[src/rtl/fpu_issue_sequencer_pkg.sv]
// Shared FPU issue constants: unit selects, sequencer state encodings, flag bit indices
// and small decode helpers used by the sequencer and the FPU decode stage.
package fpu_issue_sequencer_pkg;

  localparam logic [4:0] SEL_ADD    = 5'd4;
  localparam logic [4:0] SEL_SUB    = 5'd5;
  localparam logic [4:0] SEL_MUL    = 5'd6;
  localparam logic [4:0] SEL_MIN    = 5'd7;
  localparam logic [4:0] SEL_MAX    = 5'd8;
  localparam logic [4:0] SEL_FEQ    = 5'd9;
  localparam logic [4:0] SEL_FLT    = 5'd10;
  localparam logic [4:0] SEL_FLE    = 5'd11;
  localparam logic [4:0] SEL_MV_XW  = 5'd12;
  localparam logic [4:0] SEL_MV_WX  = 5'd13;
  localparam logic [4:0] SEL_CVT_SW = 5'd14;

  localparam logic [1:0] ST_IDLE = 2'd0;
  localparam logic [1:0] ST_EXEC = 2'd1;
  localparam logic [1:0] ST_DONE = 2'd2;

  localparam int FLAG_NV = 4;
  localparam int FLAG_DZ = 3;
  localparam int FLAG_OF = 2;
  localparam int FLAG_UF = 1;
  localparam int FLAG_NX = 0;

  // Counter preload is latency minus one; latency is clamped to 1..15.
  function automatic logic [3:0] lat_load(input int lat);
    if (lat <= 1)       return 4'd0;
    else if (lat >= 15) return 4'd14;
    else                return 4'(lat - 1);
  endfunction

  function automatic logic sel_legal(input logic [4:0] sel);
    case (sel)
      SEL_ADD, SEL_SUB, SEL_MUL, SEL_MIN, SEL_MAX, SEL_FEQ, SEL_FLT,
      SEL_FLE, SEL_MV_XW, SEL_MV_WX, SEL_CVT_SW: return 1'b1;
      default:                                   return 1'b0;
    endcase
  endfunction

  function automatic logic sel_to_int(input logic [4:0] sel);
    case (sel)
      SEL_FEQ, SEL_FLT, SEL_FLE, SEL_MV_XW: return 1'b1;
      default:                             return 1'b0;
    endcase
  endfunction

endpackage

[src/rtl/fpu_issue_sequencer_lat_counter.sv]
// 4-bit latency down-counter: load, decrement while non-zero, zero detect.
module fpu_lat_counter (
  input  logic       clk,
  input  logic       rst,
  input  logic       load,
  input  logic [3:0] load_val,
  input  logic       dec,
  output logic       zero
);

  logic [3:0] cnt;

  always_ff @(posedge clk) begin
    if (rst)                      cnt <= 4'd0;
    else if (load)                cnt <= load_val;
    else if (dec && cnt != 4'd0)  cnt <= cnt - 4'd1;
  end

  assign zero = (cnt == 4'd0);

endmodule

[src/rtl/fpu_issue_sequencer.sv]
// FP issue sequencer: issues one op, times its latency, holds the result for writeback.
// Optional sticky exception flags when FPU_SEQ_FFLAGS_EN is defined.
module fpu_issue_sequencer
  import fpu_issue_sequencer_pkg::*;
#(
  parameter int XLEN     = 32,
  parameter int LAT_ADD  = 3,
  parameter int LAT_MUL  = 4,
  parameter int LAT_MISC = 1
) (
  input  logic            clk,
  input  logic            rst,
  input  logic            in_valid,
  output logic            in_ready,
  input  logic [4:0]      in_sel,
  input  logic [4:0]      in_rd,
  output logic            stall,
  output logic            fpu_start,
  output logic [4:0]      fpu_sel,
  input  logic [XLEN-1:0] fpu_result,
  input  logic [4:0]      fpu_flags,
  output logic            wb_valid,
  input  logic            wb_ready,
  output logic [XLEN-1:0] wb_data,
  output logic [4:0]      wb_rd,
  output logic            wb_to_int,
  output logic            illegal_op
`ifdef FPU_SEQ_FFLAGS_EN
  ,
  input  logic            fflags_clr,
  output logic [4:0]      fflags
`endif
);

  logic [1:0] state;
  logic       accept;
  logic       legal;
  logic       capture;
  logic       cnt_zero;
  logic [3:0] lat_init;

  assign in_ready = (state == ST_IDLE);
  assign wb_valid = (state == ST_DONE);
  assign stall    = in_valid & ~in_ready;
  assign accept   = in_valid & in_ready;
  assign legal    = sel_legal(in_sel);
  assign capture  = (state == ST_EXEC) & cnt_zero;

  always_comb begin
    case (in_sel)
      SEL_ADD, SEL_SUB: lat_init = lat_load(LAT_ADD);
      SEL_MUL:          lat_init = lat_load(LAT_MUL);
      default:          lat_init = lat_load(LAT_MISC);
    endcase
  end

  fpu_lat_counter u_lat (
    .clk      (clk),
    .rst      (rst),
    .load     (accept & legal),
    .load_val (lat_init),
    .dec      (state == ST_EXEC),
    .zero     (cnt_zero)
  );

  // Illegal selects skip EXEC entirely and report a zero result.
  always_ff @(posedge clk) begin
    if (rst) begin
      state      <= ST_IDLE;
      fpu_start  <= 1'b0;
      fpu_sel    <= 5'd0;
      wb_data    <= '0;
      wb_rd      <= 5'd0;
      wb_to_int  <= 1'b0;
      illegal_op <= 1'b0;
    end else begin
      fpu_start <= 1'b0;
      case (state)
        ST_IDLE: begin
          if (in_valid) begin
            wb_rd      <= in_rd;
            wb_to_int  <= sel_to_int(in_sel);
            illegal_op <= ~legal;
            if (legal) begin
              fpu_sel   <= in_sel;
              fpu_start <= 1'b1;
              state     <= ST_EXEC;
            end else begin
              wb_data <= '0;
              state   <= ST_DONE;
            end
          end
        end
        ST_EXEC: begin
          if (capture) begin
            wb_data <= fpu_result;
            state   <= ST_DONE;
          end
        end
        ST_DONE: begin
          if (wb_ready) state <= ST_IDLE;
        end
        default: state <= ST_IDLE;
      endcase
    end
  end

`ifdef FPU_SEQ_FFLAGS_EN
  // Clear takes priority over a capture in the same cycle.
  always_ff @(posedge clk) begin
    if (rst || fflags_clr)   fflags <= 5'd0;
    else if (capture)        fflags <= fflags | fpu_flags;
    else if (accept && !legal) fflags[FLAG_NV] <= 1'b1;
  end
`else
  logic unused_flags;
  assign unused_flags = ^fpu_flags;
`endif

endmodule
[config.mk]
export PLATFORM = sky130hd
export DESIGN_NAME = fpu_issue_sequencer
export DESIGN_NICKNAME = d
export VERILOG_FILES = /design/src/rtl/fpu_issue_sequencer_pkg.sv /design/src/rtl/fpu_issue_sequencer_lat_counter.sv /design/src/rtl/fpu_issue_sequencer.sv
export SDC_FILE = /design/constraint.sdc
export NUM_CORES = 1
export LEC_CHECK = 0
export ABC_AREA = 0
export CAP_MARGIN = 30
export CORE_UTILIZATION = 45
export DETAILED_ROUTE_END_ITERATION = 8
export PLACE_DENSITY = 0.94
export REMOVE_ABC_BUFFERS = 1
export SYNTH_ARGS = -nofsm -noshare
export SYNTH_HDL_FRONTEND = slang
export SYNTH_HIERARCHICAL = 1
export SYNTH_SLANG_ARGS = --single-unit
[constraint.sdc]
create_clock -name clk -period 5 [get_ports clk]
set_input_delay 1 -clock clk [delete_from_list [all_inputs] [get_ports clk]]
set_output_delay 1 -clock clk [all_outputs]
set_load 0.02 [all_outputs]
# == Yosys cells after proc, flatten, opt, wreduce, memory -nomap -nowiden ==
# Memories as Yosys holds them, arrays and structs flattened.
# Cells that the tools add are included.
# totals
reg_bits,51
rom_bits,16
mem_count,1
elab_cells,58
in_bits,51
out_inout_bits,48
# op_classes
n_reduce_logical,13
n_eq_ne,13
add_sub_neg,1
bitwise,7
n_mux,15
# mem_list
name,words,width,read_ports,rd_ports_with_merged_regs,wr,line_no,source
(name not given),16,1,1,0,0,fpu_issue_sequencer_pkg.sv:35,case (sel)
# op_table
operator,n
32-bit two-way mux,3
32-bit one-hot mux with 2 select lines,1
"5-bit by 4-bit equality test with 1-bit output, second input constant",4
"5-bit by 3-bit equality test with 1-bit output, second input constant",3
2-bit two-way mux,4
4-bit two-way mux,2
"2-bit != test, second input constant",3
2-bit one-hot mux with 3 select lines,1
3-bit AND reduction,2
1-bit AND,4
4-bit zero test,1
2-bit one-hot mux with 2 select lines,1
4-bit AND reduction,1
2-bit nonzero test,2
4-bit nonzero test,1
4-bit OR reduction,1
"4-bit by 1-bit subtractor with 4-bit output, second input constant",1
1-bit two-way mux,3
1-bit inverter,3
3-bit OR reduction,1
"2-bit by 1-bit equality test with 1-bit output, second input constant",1
"2-bit equality test, second input constant",1
2-bit zero test,1
"2-bit by 1-bit != test with 1-bit output, second input constant",1
other kinds (3),3

# == Logic depth before layout (Yosys ltp) ==
# An unclocked memory read counts as a cell.
# depth
depth_word,5
ltp_mapped,8
ltp_nobuf,7

# == Modules after synthesis ==
# Netlist, hierarchy kept.
# modules_own_cells
module,area_per_inst_um2,n_inst,seq_area_each_um2,cells_each
fpu_issue_sequencer,2048.2,1,940.9,208
fpu_lat_counter,262.8,1,80.1,29

# == Least setup slack after synthesis ==
# Ideal clock, no wire load.
# synth_timing
path_type,input -> output
start,input port in_valid
end,output port stall
cell_stages,1
t_required_ns,4.000
arrival_ns,1.327
path_buffers,0
slack_ns,2.673
path_cell_list,nor2b_1
# synth_via
elab_chain_len,1
# synth_rtl
item,line_no,source
"start, declared",fpu_issue_sequencer.sv:13,"input logic in_valid,"
1-bit AND,fpu_issue_sequencer.sv:44,assign stall = in_valid & ~in_ready;
"end, declared",fpu_issue_sequencer.sv:17,"output logic stall,"
# Every way passes these cells.

# == Worst setup path after layout ==
# Same ends and word-level chain as after synthesis.

==> results.md <==
* Total I/O pin count at 99
* Synth Area in Compound Gates at 0.0579
* HP Start: fpu_sel[4]
* Post-Syn Instances at 237
* Reg-to-Reg End: wb_data[23]
* Share of layout cells above drive strength 1 at 0.0578
* Ant diodes at 0
* Final hold violation count at 0
* Synth area leader: dfxtp_1
* Critical path peak fanout at 3
* DRT Pass-1 Iters at 4
* Area growth syn-to-layout at 45.3%
* H-tree depth at 2
* Setup CP Type: in2out
* DP Wirelength at 3660 µm
* Number of core rows at 25
* Largest family of logic cells by synthesized area: simple AND/OR/NAND/NOR gates
* Min cycle time layout at 3.27 ns
* Post-synthesis xor/xnor area fraction at 0
* Root Driver: clkbuf_8
* Status: complete, no violations
* WP data required at 4.00 ns
* Fillers at 410
* Worst r2r path cells at 8
* Die width at 73.7 µm
* Avg Inst Size Synth at 9.75 µm²
* Worst setup endpoint: stall
* TNS Setup at 0 ns
* CTS buffer count at 5
* Mux contribution to synthesized area at 0.188
* Clock skew at 0.00980 ns
* Pin slew with the least headroom to its limit at 0.963 ns
* CTS tree: done
* Slew margin rel. at 0.355
* Cell variety after synth at 35
* Period utilization at 0.654
* Post-synthesis adder-cell area fraction at 0.00541
* Post-DRT Antenna Nets at 0
* Drt drc at 0
* Post-synth ARST share at 0
* Crit path capture type: primary output
* Worst slack on hold paths at 0.475 ns
* Largest net degree at the start of global routing at 59
* Vias post-DR at 1926
* Core area at 4820 µm²
* RSZ-0062 raised after global routing: no
* Critical Path AT at 2.27 ns
* Post-synth top cells: dfxtp_1, mux2i_1, nand2b_1
* CTS max path bufs at 2
* Worst hold path class: reg2reg
* Pre-CTS WS at 1.70 ns
* Ys Warns at 6
* Main synth FF type: dfxtp_1
* Post-layout util at 0.697
* Wire per inst at 12.8 µm
* Final setup fails at 0
* Max Cap Violations at 0
* Clock sinks at 51
* Simple-gate share of the synthesized area at 0.262
* Initial core utilization at 0.480
* CTS Hold Buffers Added at 0
* Nets at 380
* Vias per cell at 4.86
* Die ar. at 5430 µm²
* Post-synthesis sequential area ratio at 0.442
* Clock latency at the later pin of the worst-skew pair at 0.30 ns
* Vias in the first global route at 1948
* I/O Buffers at 93
* Pwr dens at 244 nW/µm²
* DIE HEIGHT at 73.7 µm
* Worst Setup SP: in_valid
* Leak at 1.29 nW
* Reg2Reg Setup Slack at 2.77 ns
* Count of pins over their slew limit at 0
* Initial antenna violation count at 0
* First-pass GRT wire length at 8380 µm
* Count leader, synth: dfxtp_1
* Routed wire length at 5080 µm
* Max Freq at 306 MHz
* Post-cts sizing count at 0
* Total gr overflow at 0
* CTS clk-pin slew, worst paths at 0.08 ns
* GRT Overall Usage at 0.197
* Share of the synthesized area in the top cell type at 0.442
* Setup bufs post-CTS at 0
* Maximum vdd drop at 0.000158 V
* Placer congestion estimate at 0.701
* Final worst setup slack at 1.73 ns
* Post-synth EDFFs at 0
* Initial DRC Count at 57
* Nature of the critical path startpoint: input pin
* R2R Path Start: u_lat/cnt[1]
* Mapped Area at 2310 µm²
* Top cells by area, synth: dfxtp_1, mux2i_1, nand2b_1
* Yosys reg bits at 51
[per-layer routing]
layer,wire (µm),track usage,share of wire,vias to the layer above
met4,13,0.0321,0.0026,0
met2,2460,0.352,0.48,63
met1,2190,0.226,0.43,896
met5,0,0,0,-
li1,-,-,-,965
met3,412,0.0768,0.081,2
[logic make-up after synthesis]
family | count (synthesis)
DFF | 51
adders and majority gates | 1
buffers and inverters | 18
other | 1
and+or+nand+nor | 110
muxes | 43
AOI/OAI and AO/OA | 13
[how the worst min path moves through the flow]
stage,end,slack [ns],cells after the start
global route,fpu_sel[3],0.49,2
detailed placement,fpu_sel[4],0.47,1
finish,fpu_sel[4],0.47,1
floorplan,u_lat/cnt[2],0.48,2
CTS,fpu_sel[4],0.48,1
global placement,wb_data[6],0.46,2
[layout by cell type (no fill, tap or decap), types with 2 or more instances in the layout]
cell / count
buf_4: 3
nor2_1: 12
clkdlybuf4s50_1: 92
a21oi_1: 3
mux2i_1: 42
a311oi_1: 2
nand2_1: 35
nor2b_1: 6
clkbuf_8: 5
nor3b_1: 3
nor3_1: 2
nand2b_1: 42
inv_1: 5
conb_1: 2
dfxtp_1: 51
[state kept, by name, summed over array words and instances (netlist names)]
register    cells
fpu_sel         5
fpu_start       1
illegal_op      1
state           2
u_lat/cnt       4
wb_data        32
wb_rd           5
wb_to_int       1
[stage by stage]
stage	instance area [µm²]	instances	power (mW)
floorplan	2230	225	0.524
global placement	3270	388	0.600
detailed placement	3270	388	0.602
CTS	3360	396	0.832
global route	3360	396	0.859
finish	3360	396	0.820
[where the power goes]
group | internal [mW] | switching, mW
clock network | 0.0981 | 0.131
registers | 0.418 | 0.00896
logic | 0.0910 | 0.0730
total | 0.607 | 0.213
[worst max-delay path, cell delays in order]
cell and delay [ns]:
clkdlybuf4s50_1 0.51, nor2b_1 0.15, clkdlybuf4s50_1 0.61
[layout make-up]
type | instances | area [µm²] | share of cell area
clock buffers | 6 | 72.6 | 0.0216
multi-input cells | 169 | 1200 | 0.357
flip-flops and latches | 51 | 1020 | 0.304
clock inverters | 2 | 12.5 | 0.00373
well taps | 67 | 83.8 | 0.0250
inverters | 5 | 18.8 | 0.00559
repair buffers | 96 | 948 | 0.283
Note: power is estimated with default switching activity, not from simulation.
